`src/rtl/pc_ctrl_ras.sv`:
```
// pc_ctrl_ras : program-counter unit for the pipelined core.
//   Holds the fetch address, increments it, delays PC+1 through a configurable
//   pipe, keeps a circular hardware return-address stack for call/ret, and
//   handles a single-level interrupt with a saved return PC (epc).
//
// Ports
//   clk, rst_n     clock (rising edge), asynchronous active-low reset
//   stall          freeze pc, pipe stage 0, RAS, epc and in_isr
//   flow_change    EX taken branch/jump to flow_tgt
//   call / ret     EX call (push return address) / return (pop RAS top)
//   reti           EX return from interrupt to epc
//   flow_tgt       EX redirect target
//   int_req/int_en level interrupt request / global enable
//   pc             fetch address
//   pc_pipe        PC+1 per pipe stage, stage k at [k*PC_W +: PC_W]
//   epc, in_isr    saved interrupt return PC / handler active
//   int_ack        one-cycle pulse when the interrupt entry takes effect
//   ras_empty/full RAS occupancy flags
//   ras_err        sticky RAS overflow / underflow / call&ret collision
module pc_ctrl_ras #(
  parameter int unsigned     PC_W     = 16,
  parameter logic [PC_W-1:0] RST_VEC  = {PC_W{1'b0}},
  parameter logic [PC_W-1:0] INT_VEC  = PC_W'(16'h0002),
  parameter int unsigned     PIPE_STG = 3,
  parameter int unsigned     RAS_DEP  = 4
) (
  input  logic                     clk,
  input  logic                     rst_n,
  input  logic                     stall,
  input  logic                     flow_change,
  input  logic                     call,
  input  logic                     ret,
  input  logic                     reti,
  input  logic [PC_W-1:0]          flow_tgt,
  input  logic                     int_req,
  input  logic                     int_en,
  output logic [PC_W-1:0]          pc,
  output logic [PIPE_STG*PC_W-1:0] pc_pipe,
  output logic [PC_W-1:0]          epc,
  output logic                     in_isr,
  output logic                     int_ack,
  output logic                     ras_empty,
  output logic                     ras_full,
  output logic                     ras_err
);

  localparam int RAS_AW = $clog2(RAS_DEP);
  localparam int CNT_W  = RAS_AW + 1;

  logic [PC_W-1:0]   pc_r;
  logic [PC_W-1:0]   pc_nxt_s;
  logic [PC_W-1:0]   pc_inc_s;
  logic [PC_W-1:0]   epc_r;
  logic [PC_W-1:0]   epc_nxt_s;
  logic              in_isr_r;
  logic              in_isr_nxt_s;
  logic              int_ack_r;
  logic              int_ack_nxt_s;
  logic              ras_err_r;
  logic              ras_err_nxt_s;
  logic [PC_W-1:0]   pipe_r [PIPE_STG];
  logic [PC_W-1:0]   ras_mem_r [RAS_DEP];
  logic [RAS_AW-1:0] sp_r;
  logic [RAS_AW-1:0] sp_nxt_s;
  logic [CNT_W-1:0]  cnt_r;
  logic [CNT_W-1:0]  cnt_nxt_s;
  logic              push_s;
  logic              pop_s;
  logic              empty_s;
  logic              full_s;
  logic [PC_W-1:0]   ras_top_s;

  assign pc_inc_s  = pc_r + PC_W'(1);
  assign empty_s   = (cnt_r == CNT_W'(0));
  assign full_s    = (cnt_r == CNT_W'(RAS_DEP));
  // sp_r points at the next free slot, so the top lives one below it
  assign ras_top_s = ras_mem_r[sp_r - RAS_AW'(1)];

  // Next-PC selection, interrupt entry/exit and RAS bookkeeping
  always_comb begin
    pc_nxt_s      = pc_r;
    epc_nxt_s     = epc_r;
    in_isr_nxt_s  = in_isr_r;
    int_ack_nxt_s = 1'b0;
    ras_err_nxt_s = ras_err_r;
    push_s        = 1'b0;
    pop_s         = 1'b0;
    if (!stall) begin
      // call and ret together is a collision even though ret wins
      ras_err_nxt_s = ras_err_r | (call & ret);
      if (reti) begin
        pc_nxt_s     = epc_r;
        in_isr_nxt_s = 1'b0;
      end else if (ret) begin
        if (empty_s) begin
          pc_nxt_s      = flow_tgt;
          ras_err_nxt_s = 1'b1;
        end else begin
          pc_nxt_s = ras_top_s;
          pop_s    = 1'b1;
        end
      end else if (call) begin
        pc_nxt_s      = flow_tgt;
        push_s        = 1'b1;
        ras_err_nxt_s = ras_err_r | full_s;
      end else if (flow_change) begin
        pc_nxt_s = flow_tgt;
      end else if (int_req && int_en && !in_isr_r) begin
        epc_nxt_s     = pc_r;
        pc_nxt_s      = INT_VEC;
        in_isr_nxt_s  = 1'b1;
        int_ack_nxt_s = 1'b1;
      end else begin
        pc_nxt_s = pc_inc_s;
      end
    end else begin
      pc_nxt_s = pc_r;
    end
  end

  // RAS pointer and occupancy; a push when full overwrites the oldest slot
  always_comb begin
    sp_nxt_s  = sp_r;
    cnt_nxt_s = cnt_r;
    if (push_s) begin
      sp_nxt_s  = sp_r + RAS_AW'(1);
      cnt_nxt_s = full_s ? cnt_r : (cnt_r + CNT_W'(1));
    end else if (pop_s) begin
      sp_nxt_s  = sp_r - RAS_AW'(1);
      cnt_nxt_s = cnt_r - CNT_W'(1);
    end else begin
      sp_nxt_s  = sp_r;
      cnt_nxt_s = cnt_r;
    end
  end

  // Architectural state registers
  always_ff @(posedge clk or negedge rst_n) begin
    if (!rst_n) begin
      pc_r      <= RST_VEC;
      epc_r     <= {PC_W{1'b0}};
      in_isr_r  <= 1'b0;
      int_ack_r <= 1'b0;
      ras_err_r <= 1'b0;
      sp_r      <= {RAS_AW{1'b0}};
      cnt_r     <= {CNT_W{1'b0}};
    end else begin
      pc_r      <= pc_nxt_s;
      epc_r     <= epc_nxt_s;
      in_isr_r  <= in_isr_nxt_s;
      int_ack_r <= int_ack_nxt_s;
      ras_err_r <= ras_err_nxt_s;
      sp_r      <= sp_nxt_s;
      cnt_r     <= cnt_nxt_s;
    end
  end

  // PC+1 delay line: stage 0 obeys stall, later stages always advance
  always_ff @(posedge clk or negedge rst_n) begin
    if (!rst_n) begin
      for (int k = 0; k < PIPE_STG; k++) begin
        pipe_r[k] <= {PC_W{1'b0}};
      end
    end else begin
      if (!stall) begin
        pipe_r[0] <= pc_inc_s;
      end else begin
        pipe_r[0] <= pipe_r[0];
      end
      for (int k = 1; k < PIPE_STG; k++) begin
        pipe_r[k] <= pipe_r[k-1];
      end
    end
  end

  // RAS storage; contents are don't-care while count is zero
  always_ff @(posedge clk) begin
    if (push_s) begin
      ras_mem_r[sp_r] <= pipe_r[1];
    end else begin
      ras_mem_r[sp_r] <= ras_mem_r[sp_r];
    end
  end

  genvar g;
  generate
    for (g = 0; g < PIPE_STG; g++) begin : g_pipe_out
      assign pc_pipe[g*PC_W +: PC_W] = pipe_r[g];
    end
  endgenerate

  assign pc        = pc_r;
  assign epc       = epc_r;
  assign in_isr    = in_isr_r;
  assign int_ack   = int_ack_r;
  assign ras_empty = empty_s;
  assign ras_full  = full_s;
  assign ras_err   = ras_err_r;

endmodule
```
`config.mk`:
```
export PLATFORM = sky130hd
export DESIGN_NAME = pc_ctrl_ras
export DESIGN_NICKNAME = d
export VERILOG_FILES = /design/src/rtl/pc_ctrl_ras.sv
export SDC_FILE = /design/constraint.sdc
export NUM_CORES = 1
export LEC_CHECK = 0
export ABC_AREA = 1
export CORE_MARGIN = 4
export CORE_UTILIZATION = 48
export DETAILED_ROUTE_END_ITERATION = 10
export PLACE_DENSITY = 0.73
export SYNTH_ARGS = -nofsm -noshare
export SYNTH_HDL_FRONTEND = slang
export SYNTH_SLANG_ARGS = --single-unit
```
`constraint.sdc`:
```
create_clock -name clk -period 2.96 [get_ports clk]
set_clock_uncertainty 0.2 [all_clocks]
set_input_delay 0.592 -clock clk [delete_from_list [all_inputs] [get_ports clk]]
set_output_delay 0.592 -clock clk [all_outputs]
set_load 0.05 [all_outputs]
```
# Word level (Yosys, flattened, before mapping)
# Memories as Yosys holds them, arrays and structs flattened.
# Cells that the tools add are included.
[totals]
register_bits = 88
mem_bits_rw = 64
in_bits = 25
output_inout_bits = 85
word_cells = 79
n_memories = 1
[mem_list]
columns = ["name", "depth", "width", "read_ports", "rd_clocked_by_memory_dff", "write_ports", "line_no", "text"]
rows = [
  ["ras_mem_r", 4, 16, 1, 0, 1, "62", "logic [PC_W-1:0] ras_mem_r [RAS_DEP];"],
]
[op_classes]
n_addsub = 5
eq_ne = 6
n_mux = 38
bitwise = 9
reduce_logical = 10
[ops]
columns = ["operator", "n"]
rows = [
  ["$mux W16", 7],
  ["$mux W1", 26],
  ["$add A16 B1 Y16 const B", 1],
  ["$mux W3", 3],
  ["$ne A2 B1 Y1 const B", 3],
  ["$reduce_and A6 Y1", 1],
  ["$not A1 Y1", 5],
  ["$reduce_and A5 Y1", 1],
  ["$mux W2", 2],
  ["$reduce_and A2 Y1", 2],
  ["$reduce_bool A2 Y1", 2],
  ["$add A3 B1 Y3 const B", 1],
  ["$eq A3 B3 Y1 const B", 1],
  ["$logic_not A3 Y1", 1],
  ["$or A1 B1 Y1", 3],
  ["$sub A3 B1 Y3 const B", 1],
  ["$add A2 B1 Y2 const B", 1],
  ["$logic_and A1 B1 Y1", 2],
  ["$ne A2 B2 Y1 const B", 1],
  ["$sub A2 B1 Y2 const B", 1],
  ["$and A1 B1 Y1", 1],
  ["$logic_not A1 Y1", 1],
  ["$ne A0 B0 Y1", 1],
]

# Logic depth before layout (Yosys ltp)
# Gate-level depths: netlist (run 1).
[depth]
word_depth = 8
ltp_mapped = 13
ltp_nobuf = 10

# Least setup slack after synthesis (run 1)
# No wires, ideal clock.
[synth_timing]
path_kind = "reg-to-output"
from = "register cnt_r[0]"
to = "output port ras_full"
arrival_ps = 1752
required_time_ps = 2168
path_slack_ps = 416
path_stages_with_launch = 2
path_buffers = 0
path_cell_list = "dfrtp_1 > nor3_1"
[synth_between]
elab_chain_len = 1
[synth_rtl]
columns = ["element", "line_no", "text"]
rows = [
  ["from (decl)", "65", "logic [CNT_W-1:0] cnt_r;"],
  ["from (signal assigned)", "146", "cnt_r <= {CNT_W{1'b0}};"],
  ["from (signal assigned)", "154", "cnt_r <= cnt_nxt_s;"],
  ["$eq A3 B3 Y1", "75", "assign full_s = (cnt_r == CNT_W'(RAS_DEP));"],
  ["to (decl)", "43", "output logic ras_full,"],
]
# Every way passes these cells.

# Worst setup path in the final report (run 1)
[layout_timing]
from = "register pc_r[2] (netlist: pc[2])"
to = "output port pc[2]"
[layout_rtl]
columns = ["element", "line_no", "text"]
rows = [
  ["from (decl)", "50", "logic [PC_W-1:0] pc_r;"],
  ["from (signal assigned)", "148", "pc_r <= pc_nxt_s;"],
  ["to (decl)", "37", "output logic [PC_W-1:0] pc,"],
]
# No word-level cell between the ends.

==> results of run 1 <==
final timing paths:
path / endpoint / depth (start not counted) / slack [ps] / start
max: pc[2] / 1 / 330 / pc[2]$_DFFE_PN0N_
min: pc_pipe[16]$_DFF_PN0_ / 0 / 200 / pc_pipe[0]$_DFFE_PN0N_
max reg2reg: pc[4]$_DFFE_PN0N_ / 10 / 510 / sp_r[1]$_DFFE_PN0P_
min reg2reg: pc_pipe[16]$_DFF_PN0_ / 0 / 200 / pc_pipe[0]$_DFFE_PN0N_
max in group asynchronous: pc_pipe[38]$_DFF_PN0_ / 3 / 1430 / rst_n
min in group asynchronous: epc[13]$_DFFE_PN0P_ / 2 / 460 / rst_n
area by class of cell:
cell class	instances	area (µm²)
tap	176	220
clock inverter	8	70.1
inverter	41	154
fill	1019	4870
sequential	152	4120
multi-input combinational	416	2080
clock buffer	24	503
timing repair buffer	130	1270
layout by cell type (no fill, tap or decap), drive strengths merged, types with 5 or more instances in the layout:
cell type / synthesis / final
a21oi: 35 / 35
a22oi: 7 / 7
a31oi: 5 / 5
buf: 21 / 23
clkbuf: 8 / 24
clkdlybuf4s50: 0 / 106
clkinv: 1 / 5
dfrtp: 88 / 88
edfxtp: 64 / 64
ha: 5 / 5
inv: 40 / 41
nand2: 173 / 173
nand3: 42 / 42
nand4: 5 / 5
nor2: 55 / 55
o21a: 11 / 11
o21ai: 52 / 52
xor2: 9 / 9
power breakdown:
group          total [W]  switching (W)  internal [W]
clock network    0.00207       0.000802       0.00127
registers        0.00289       0.000326       0.00257
logic            0.00325        0.00226      0.000987
total            0.00821        0.00339       0.00482
state kept, by name, indices dropped and copies added (netlist names):
name / count
in_isr: 1
sp_r: 2
cnt_r: 3
int_ack: 1
ras_mem_r: 64
epc: 16
pc: 16
ras_err: 1
pc_pipe: 48
routing by layer:
metal	up-vias	wire [µm]
met4	0	318
met1	2512	7170
met5	-	0
met3	31	1560
met2	278	8000
li1	2372	-
metrics by stage:
stage	util [%]	cells	total power, W	cell area, µm²	setup slack (ps)
after global routing	63.4	947	0.00858	8420	265
after floorplan	-	638	0.00493	6520	417
after CTS	63.4	947	0.00821	8420	314
after detailed placement	59.0	914	0.00614	7840	301
final	63.4	947	0.00821	8420	326
after global placement	59.0	914	0.00607	7840	355
cells in the mapped netlist (2+ instances only):
cell type	count	area share [%]
edfxtp_1	64	29
nor3_1	3	0.23
o21bai_1	3	0.35
buf_2	15	1.2
or2_2	2	0.19
nor2_1	50	2.9
ha_1	5	0.96
buf_4	2	0.23
o221ai_1	2	0.27
nand2_2	2	0.19
nand3_4	2	0.54
clkbuf_1	8	0.46
nand3_1	40	3.1
o21a_1	11	1.3
dfrtp_1	88	34
inv_2	2	0.12
a21oi_1	31	2.4
nand4_1	5	0.48
a22oi_1	5	0.58
nor2_2	2	0.19
a31oi_1	5	0.48
a22oi_2	2	0.38
nor2_4	2	0.35
xor2_1	8	1.1
inv_1	38	2.2
a21oi_2	4	0.54
o211ai_1	2	0.23
o21ai_0	50	3.8
o21ai_1	2	0.15
buf_6	3	0.52
nand2_1	171	9.8
kinds of logic (layout without fill, tap and decap cells):
| kind of cell | count (synthesis) | after routing | share of synthesized area, % |
|---|---|---|---|
| XOR/XNOR | 10 | 10 | 1.46 |
| buffers and inverters | 70 | 203 | 4.78 |
| flip-flops | 152 | 152 | 63.3 |
| AND/OR/NAND/NOR | 280 | 280 | 18.3 |
| AO/OA/AOI/OAI | 120 | 120 | 11.0 |
| adder cells (fa/ha/maj) | 6 | 6 | 1.27 |
repair_timing:
action,CTS,global route
setup buffers,0,0
hold buffers,1,0
resized for setup,0,0
endpoints found under the hold margin,34,0
==> impl_metrics.py, run 1 <==
metrics = {
    "run_status": {
        "status": "finished clean",
    },
    "synthesis": {
        "yosys_warnings": 0,
        "synth_edf_count": 64,
        "synth_cells": 638,
        "seq_area_frac_synth_pct": 63.3,
        "synth_area_um2": 6520,
        "synthArstFlopShare_pct": 57.9,
        "yosysUniqueCellTypes": 40,
        "avgSynthCellArea_um2": 10.2,
        "ys_ff_latch": 152,
        "ys.flop_type": "dfrtp_1",
        "syn-num-nets": 669,
    },
    "placement": {
        "port_buffers": 109,
        "dp_hpwl_um": 11700,
        "place.gp.congestion": 0.989,
    },
    "drt": {
        "vias": 5193,
        "drt_iter0_drc": 485,
        "via_per_inst": 5.48,
        "drc": 0,
        "wl_per_cell_um": 18.0,
        "ant_nets": 0,
        "drtPass1Iterations": 6,
        "routed_wl_um": 17000,
    },
    "layout": {
        "drive_above_1_share_pct": 9.34,
        "area.growth.synth_to_final_pct": 29.2,
        "nNetsFinal": 789,
        "antenna_cells": 0,
    },
    "clocking": {
        "cts_buffers": 17,
        "clock_path_buffers": 2,
        "path_clk_slew_ps": 60,
        "clock_latency_ps": 410,
        "cts_max_level": 4,
        "cts.root.buffer_cell": "clkbuf_16",
        "clock-sinks": 152,
        "cts_tree": "built",
    },
    "power_and_ir_drop": {
        "cellPowerDensity_nw_per_um2": 974,
        "ir_worst_vdd_mv": 0.504,
        "power_leakage_nw": 3.56,
    },
    "critical_path": {
        "cp.arrival_ps": 1840,
        "crit_path_max_fanout": 7,
        "required_ps": 2170,
        "cp-end-kind": "primary output",
        "critPathLaunchType": "flop",
        "crit_chain": "clkdlybuf4s50_1",
        "crit_slowest_cell": "clkdlybuf4s50_1",
        "cp.buffers_inverters": 1,
        "crit_type": "flop to primary output",
        "critPathMaxStageDelay_ps": 890,
        "cp_top_family": "buffers and inverters",
    },
    "floorplan": {
        "rows": 42,
        "core_um2": 13300,
        "die_x_um": 125,
        "start_util_pct": 49.0,
        "die_y_um": 125,
        "dieArea_um2": 15500,
        "io_pins": 110,
    },
    "global_route": {
        "busiest_layer": "met2",
        "gr-usage-met3_pct": 5.79,
        "antenna_found_initial": 0,
        "grt_util_met1_pct": 30.6,
        "first_global_vias": 5278,
        "grt_pass1_wl_um": 27700,
        "grt_usage_pct": 22.7,
        "grt_max_degree": 55,
        "grt_overflow_total": 0,
        "met2_usage_pct": 35.9,
    },
    "timing": {
        "worst_slew_pin_slew_ps": 835,
        "max_freq_mhz": 380,
        "rsz0062_at_grt": "no",
        "setup_violations": 0,
        "finalSetupTns_ps": 0,
        "drv_slew": 0,
        "hold_viol_final": 0,
        "fin_crit_sh_pct": 89.0,
        "slew_headroom_pct": 44.3,
        "whs_ps": 197,
        "final.min_clock_period_ps": 2630,
    },
    "min_path": {
        "hp-class": "flop to flop",
    },
    "flow_run": {
        "drv_cap": 0,
    },
}
No activity file was read; power rests on OpenSTA's default activity.
==> run 2, diff against run 1 <==
--- a/config.mk
+++ b/config.mk
@@ -9,6 +9,7 @@
 export CORE_MARGIN = 4
 export CORE_UTILIZATION = 48
 export DETAILED_ROUTE_END_ITERATION = 10
+export MAX_ROUTING_LAYER = met4
 export PLACE_DENSITY = 0.73
 export SYNTH_ARGS = -nofsm -noshare
 export SYNTH_HDL_FRONTEND = slang
==> run 2 against run 1 <==
  * Critical path depth stayed put
  * Non-clock buffer count is 2 higher
  * Clock power is 8% lower
  * Sequential share of layout area is 0.37 points higher
==> impl_metrics.py, run 2 (same netlist as run 1, synthesis figures left out) <==
metrics = {
    "drt": {
        "via_per_inst": 5.36,
        "routed_wl_um": 17700,
        "wl_per_cell_um": 18.7,
        "vias": 5090,
        "drtPass1Iterations": 5,
        "drt_iter0_drc": 487,
        "met2_length_um": 8320,
        "drc": 0,
        "wl_met3_um": 1230,
        "top_layer": "met4",
        "wl_met1_um": 7810,
        "ant_nets": 0,
    },
    "timing": {
        "worst_slew_pin_slew_ps": 822,
        "fin_crit_sh_pct": 89.8,
        "slew_headroom_pct": 45.1,
        "finalSetupTns_ps": 0,
        "drv_slew": 0,
        "setup_violations": 0,
        "whs_ps": 36.1,
        "final.min_clock_period_ps": 2660,
        "final.setup.worst_slack_ps": 302,
        "rsz0062_at_grt": "no",
        "hold_viol_final": 0,
        "max_freq_mhz": 376,
    },
    "power_and_ir_drop": {
        "power_frac_clock_pct": 23.7,
        "pwr-share-comb_pct": 40.0,
        "swShare_pct": 42.0,
        "p_switching_w": 0.00337,
        "seq_power_share_pct": 36.3,
        "p_int_w": 0.00466,
        "power_leakage_nw": 3.54,
        "cellPowerDensity_nw_per_um2": 961,
        "ir_worst_vdd_mv": 0.475,
    },
    "layout": {
        "nNetsFinal": 791,
        "area.growth.synth_to_final_pct": 28.3,
        "top_register": "ras_mem_r",
        "fillers": 1054,
        "final_common_cell": "nand2_1",
        "antenna_cells": 0,
        "mostFrequentLayoutCells": "nand2_1 (171), clkdlybuf4s50_1 (106), dfrtp_1 (88)",
        "final_cell_area_um2": 8360,
        "drive_above_1_share_pct": 9.06,
        "largest_reg_flops": 64,
    },
    "clocking": {
        "clock-sinks": 152,
        "clock_latency_ps": 430,
        "cts_max_level": 4,
        "cts.root.buffer_cell": "clkbuf_16",
        "path_clk_slew_ps": 60,
        "ctsResizeCount": 0,
        "post_cts_buffers": 0,
        "cts_buffers": 17,
        "cts_hold_buf": 0,
        "clock_path_buffers": 2,
        "cts_tree": "built",
    },
    "placement": {
        "port_buffers": 109,
        "dpl-instance-area_um2": 7850,
        "dp_hpwl_um": 12400,
        "place_ws_ps": 291,
        "place.gp.congestion": 0.926,
    },
    "floorplan": {
        "core_um2": 13300,
        "io_pins": 110,
        "start_util_pct": 49.0,
        "die_y_um": 125,
        "dieArea_um2": 15500,
        "die_x_um": 125,
        "rows": 42,
    },
    "global_route": {
        "antenna_found_initial": 0,
        "grt_overflow_total": 0,
        "grt_max_degree": 59,
        "grt_pass1_wl_um": 28400,
        "grt_usage_pct": 24.2,
        "first_global_vias": 5288,
    },
    "critical_path": {
        "cp_top_family": "buffers and inverters",
        "crit_chain": "clkdlybuf4s50_1",
        "critPathLaunchType": "flop",
        "crit_type": "flop to primary output",
        "crit_slowest_cell": "clkdlybuf4s50_1",
        "crit_path_max_fanout": 6,
        "required_ps": 2170,
        "critPathMaxStageDelay_ps": 880,
        "cp-end-kind": "primary output",
        "cp.arrival_ps": 1870,
        "cp.buffers_inverters": 1,
    },
    "run_status": {
        "status": "finished clean",
    },
    "min_path": {
        "hp-class": "input pin to async pin",
    },
    "flow_run": {
        "drv_cap": 0,
    },
}
## run 2: changes by cell type in the layout (fill, tap and decap cells not counted), sizes merged
| cell | previous run | this run |
|---|---|---|
| clkbuf | 24 | 28 |
| buf | 23 | 26 |
| clkinv | 5 | 3 |
| clkinvlp | 2 | 1 |
| dlygate4sd3 | 1 | 0 |
| bufinv | 1 | 0 |
## run 2: cell type report
class                      count  area, µm²  share of cell area (%)
sequential                   152       4120                    49.3
multi-input combinational    416       2080                    24.9
timing repair buffer         132       1270                    15.2
clock buffer                  28        487                    5.82
tap                          176        220                    2.63
inverter                      41        154                    1.84
clock inverter                 4       23.8                   0.284
## run 2: routing by layer
layer	global-route usage, %	up-vias
met5	-	-
met4	7.80	0
met3	6.17	33
met2	36.6	223
met1	32.3	2446
li1	-	2388
## run 2: power by group through the flow
stage          Combinational (W)  Sequential, W  Clock [W]
4_1_cts                  0.00323        0.00291    0.00191
3_3_place_gp             0.00316        0.00293          0
6_report                 0.00322        0.00291    0.00190
2_1_floorplan            0.00121        0.00372          0
3_5_place_dp             0.00320        0.00294          0
5_1_grt                  0.00345        0.00296    0.00202
## run 2: worst paths after layout
kind / start / endpoint / slack (ps) / cells after the start
worst max-delay path: pc[6]$_DFFE_PN0N_ / pc[6] / 300 / 1
worst min-delay path: rst_n / pc[11]$_DFFE_PN0N_ / 40 / 1
worst max register to register: sp_r[1]$_DFFE_PN0P_ / pc[2]$_DFFE_PN0N_ / 660 / 9
worst min register to register: pc_pipe[11]$_DFFE_PN0N_ / pc_pipe[27]$_DFF_PN0_ / 200 / 0
max in group asynchronous: rst_n / pc_pipe[19]$_DFF_PN0_ / 1730 / 2
min in group clk: pc_pipe[11]$_DFFE_PN0N_ / pc_pipe[27]$_DFF_PN0_ / 200 / 0
## run 2: through the flow
step	utilization [%]	std cells	power [W]
global placement	59.0	917	0.00609
CTS	62.9	949	0.00805
finish	62.9	949	0.00803
global route	62.9	949	0.00842
detailed placement	59.0	917	0.00614
floorplan	-	638	0.00493
==> run 3, diff against run 2 <==
--- a/config.mk
+++ b/config.mk
@@ -6,11 +6,11 @@
 export NUM_CORES = 1
 export LEC_CHECK = 0
 export ABC_AREA = 1
-export CORE_MARGIN = 4
 export CORE_UTILIZATION = 48
 export DETAILED_ROUTE_END_ITERATION = 10
 export MAX_ROUTING_LAYER = met4
 export PLACE_DENSITY = 0.73
+export SLEW_MARGIN = 20
 export SYNTH_ARGS = -nofsm -noshare
 export SYNTH_HDL_FRONTEND = slang
 export SYNTH_SLANG_ARGS = --single-unit
==> run 3 against run 2 <==
  * Total power grew 5.4%
  * Sequential share of layout area shrank 0.77 points
  * Global-route usage grew 3.8 points
  * Maximum frequency shrank 0.76%
  * Largest cell class unchanged
==> impl_metrics.py, run 3 (same netlist as run 1, synthesis figures left out) <==
metrics = {
    "run_status": {
        "status": "finished clean",
    },
    "clocking": {
        "clock_latency_ps": 420,
        "post_cts_buffers": 0,
        "clock-sinks": 152,
        "clock_path_buffers": 2,
        "cts.root.buffer_cell": "clkbuf_16",
        "cts_hold_buf": 1,
        "path_clk_slew_ps": 60,
        "ctsResizeCount": 0,
        "cts_max_level": 4,
        "cts_tree": "built",
        "cts_buffers": 17,
    },
    "global_route": {
        "antenna_found_initial": 0,
        "grt_max_degree": 59,
        "first_global_vias": 5214,
        "grt_usage_pct": 28.0,
        "grt_overflow_total": 0,
        "grt_pass1_wl_um": 28600,
    },
    "critical_path": {
        "path_depth": 1,
        "r2r-start": "sp_r[1]$_DFFE_PN0P_",
        "rrSetupSlack_ps": 620,
        "crit_start": "pc[2]$_DFFE_PN0N_",
        "r2r.worst_path.cells": 10,
        "critical_path.endpoint": "pc[2]",
        "cp.arrival_ps": 1890,
        "crit_slowest_cell": "clkdlybuf4s50_1",
        "cp.buffers_inverters": 1,
        "cp-end-kind": "primary output",
        "critPathMaxStageDelay_ps": 890,
        "required_ps": 2170,
        "crit_chain": "clkdlybuf4s50_1",
        "crit_type": "flop to primary output",
        "crit_path_max_fanout": 7,
        "cp_top_family": "buffers and inverters",
        "critPathLaunchType": "flop",
        "r2r-end": "pc[3]$_DFFE_PN0N_",
    },
    "layout": {
        "largest_reg_flops": 64,
        "drive_above_1_share_pct": 9.84,
        "mostFrequentLayoutCells": "nand2_1 (171), clkdlybuf4s50_1 (106), dfrtp_1 (88)",
        "nNetsFinal": 790,
        "final_common_cell": "nand2_1",
        "antenna_cells": 0,
        "top_register": "ras_mem_r",
        "area.growth.synth_to_final_pct": 30.3,
    },
    "timing": {
        "whs_ps": 201,
        "rsz0062_at_grt": "no",
        "worst_slew_pin_slew_ps": 820,
        "slew_headroom_pct": 45.3,
        "finalSetupTns_ps": 0,
        "setup_violations": 0,
        "fin_crit_sh_pct": 90.5,
        "max_freq_mhz": 373,
        "drv_slew": 0,
        "final.min_clock_period_ps": 2680,
        "hold_viol_final": 0,
    },
    "drt": {
        "drt_iter0_drc": 544,
        "vias": 5169,
        "routed_wl_um": 18000,
        "ant_nets": 0,
        "wl_per_cell_um": 18.9,
        "drtPass1Iterations": 6,
        "drc": 0,
        "via_per_inst": 5.45,
    },
    "power_and_ir_drop": {
        "p_switching_w": 0.00347,
        "p_int_w": 0.00499,
        "cellPowerDensity_nw_per_um2": 997,
        "seq_power_share_pct": 34.4,
        "ir_worst_vdd_mv": 0.429,
        "swShare_pct": 41.0,
        "pwr-share-comb_pct": 38.1,
        "power_frac_clock_pct": 27.5,
        "power_leakage_nw": 3.60,
    },
    "placement": {
        "port_buffers": 109,
        "dp_hpwl_um": 12100,
        "place.gp.congestion": 0.952,
    },
    "min_path": {
        "hp-class": "flop to flop",
    },
    "floorplan": {
        "dieArea_um2": 14100,
        "start_util_pct": 49.2,
        "die_y_um": 119,
        "die_x_um": 119,
        "core_um2": 13200,
        "io_pins": 110,
        "rows": 42,
    },
    "flow_run": {
        "drv_cap": 0,
    },
}
[run 3: changes by cell type in the layout (fill, tap and decap cells not counted), sizes merged]
cell / before / now
clkbuf: 28 / 19
buf: 26 / 24
dlygate4sd3: 0 / 1
bufinv: 0 / 4
inv: 41 / 43
clkinv: 3 / 6
[run 3: layout make-up]
type / count / area [µm²]
clock buffers: 19 / 443
clock inverters: 13 / 193
fillers: 1059 / 4750
inverters: 41 / 154
multi-input cells: 416 / 2080
flip-flops and latches: 152 / 4120
well taps: 176 / 220
repair buffers: 131 / 1280
[run 3: worst min path at each step]
stage | from | slack, ps | to | cells after the start
2_1_floorplan | rst_n | 100 | cnt_r[0]$_DFFE_PN0P_ | 0
3_3_place_gp | pc_pipe[11]$_DFFE_PN0N_ | 180 | pc_pipe[27]$_DFF_PN0_ | 0
3_5_place_dp | pc_pipe[11]$_DFFE_PN0N_ | 190 | pc_pipe[27]$_DFF_PN0_ | 0
4_1_cts | pc_pipe[11]$_DFFE_PN0N_ | 200 | pc_pipe[27]$_DFF_PN0_ | 0
5_1_grt | pc_pipe[11]$_DFFE_PN0N_ | 230 | pc_pipe[27]$_DFF_PN0_ | 0
6_report | pc_pipe[11]$_DFFE_PN0N_ | 200 | pc_pipe[27]$_DFF_PN0_ | 0
[run 3: per-layer routing]
layer  part of all wire [%]  up-vias  wire, µm  global-route usage [%]
met1                     42     2498      7620                    38.1
met4                    2.0        0       352                    10.8
met3                    7.6       26      1370                    5.36
met5                      0        -         0                       -
met2                     48      270      8620                    41.7
li1                       -     2375         -                       -
[run 3: metrics by stage]
stage	util, %	setup slack, ps	power (W)	instances	instance area [µm²]
final	64.1	281	0.00846	948	8490
after global routing	64.1	235	0.00883	948	8490
after CTS	64.1	271	0.00847	948	8490
after detailed placement	59.3	329	0.00615	915	7850
after global placement	59.3	354	0.00608	915	7850
after floorplan	-	417	0.00493	638	6520
[run 3: power by group through the flow]
stage	Combinational, W	Sequential, W	Clock, W
after floorplan	0.00121	0.00372	0
after global placement	0.00315	0.00293	0
after detailed placement	0.00321	0.00294	0
after CTS	0.00322	0.00291	0.00235
after global routing	0.00343	0.00295	0.00245
final	0.00323	0.00291	0.00233
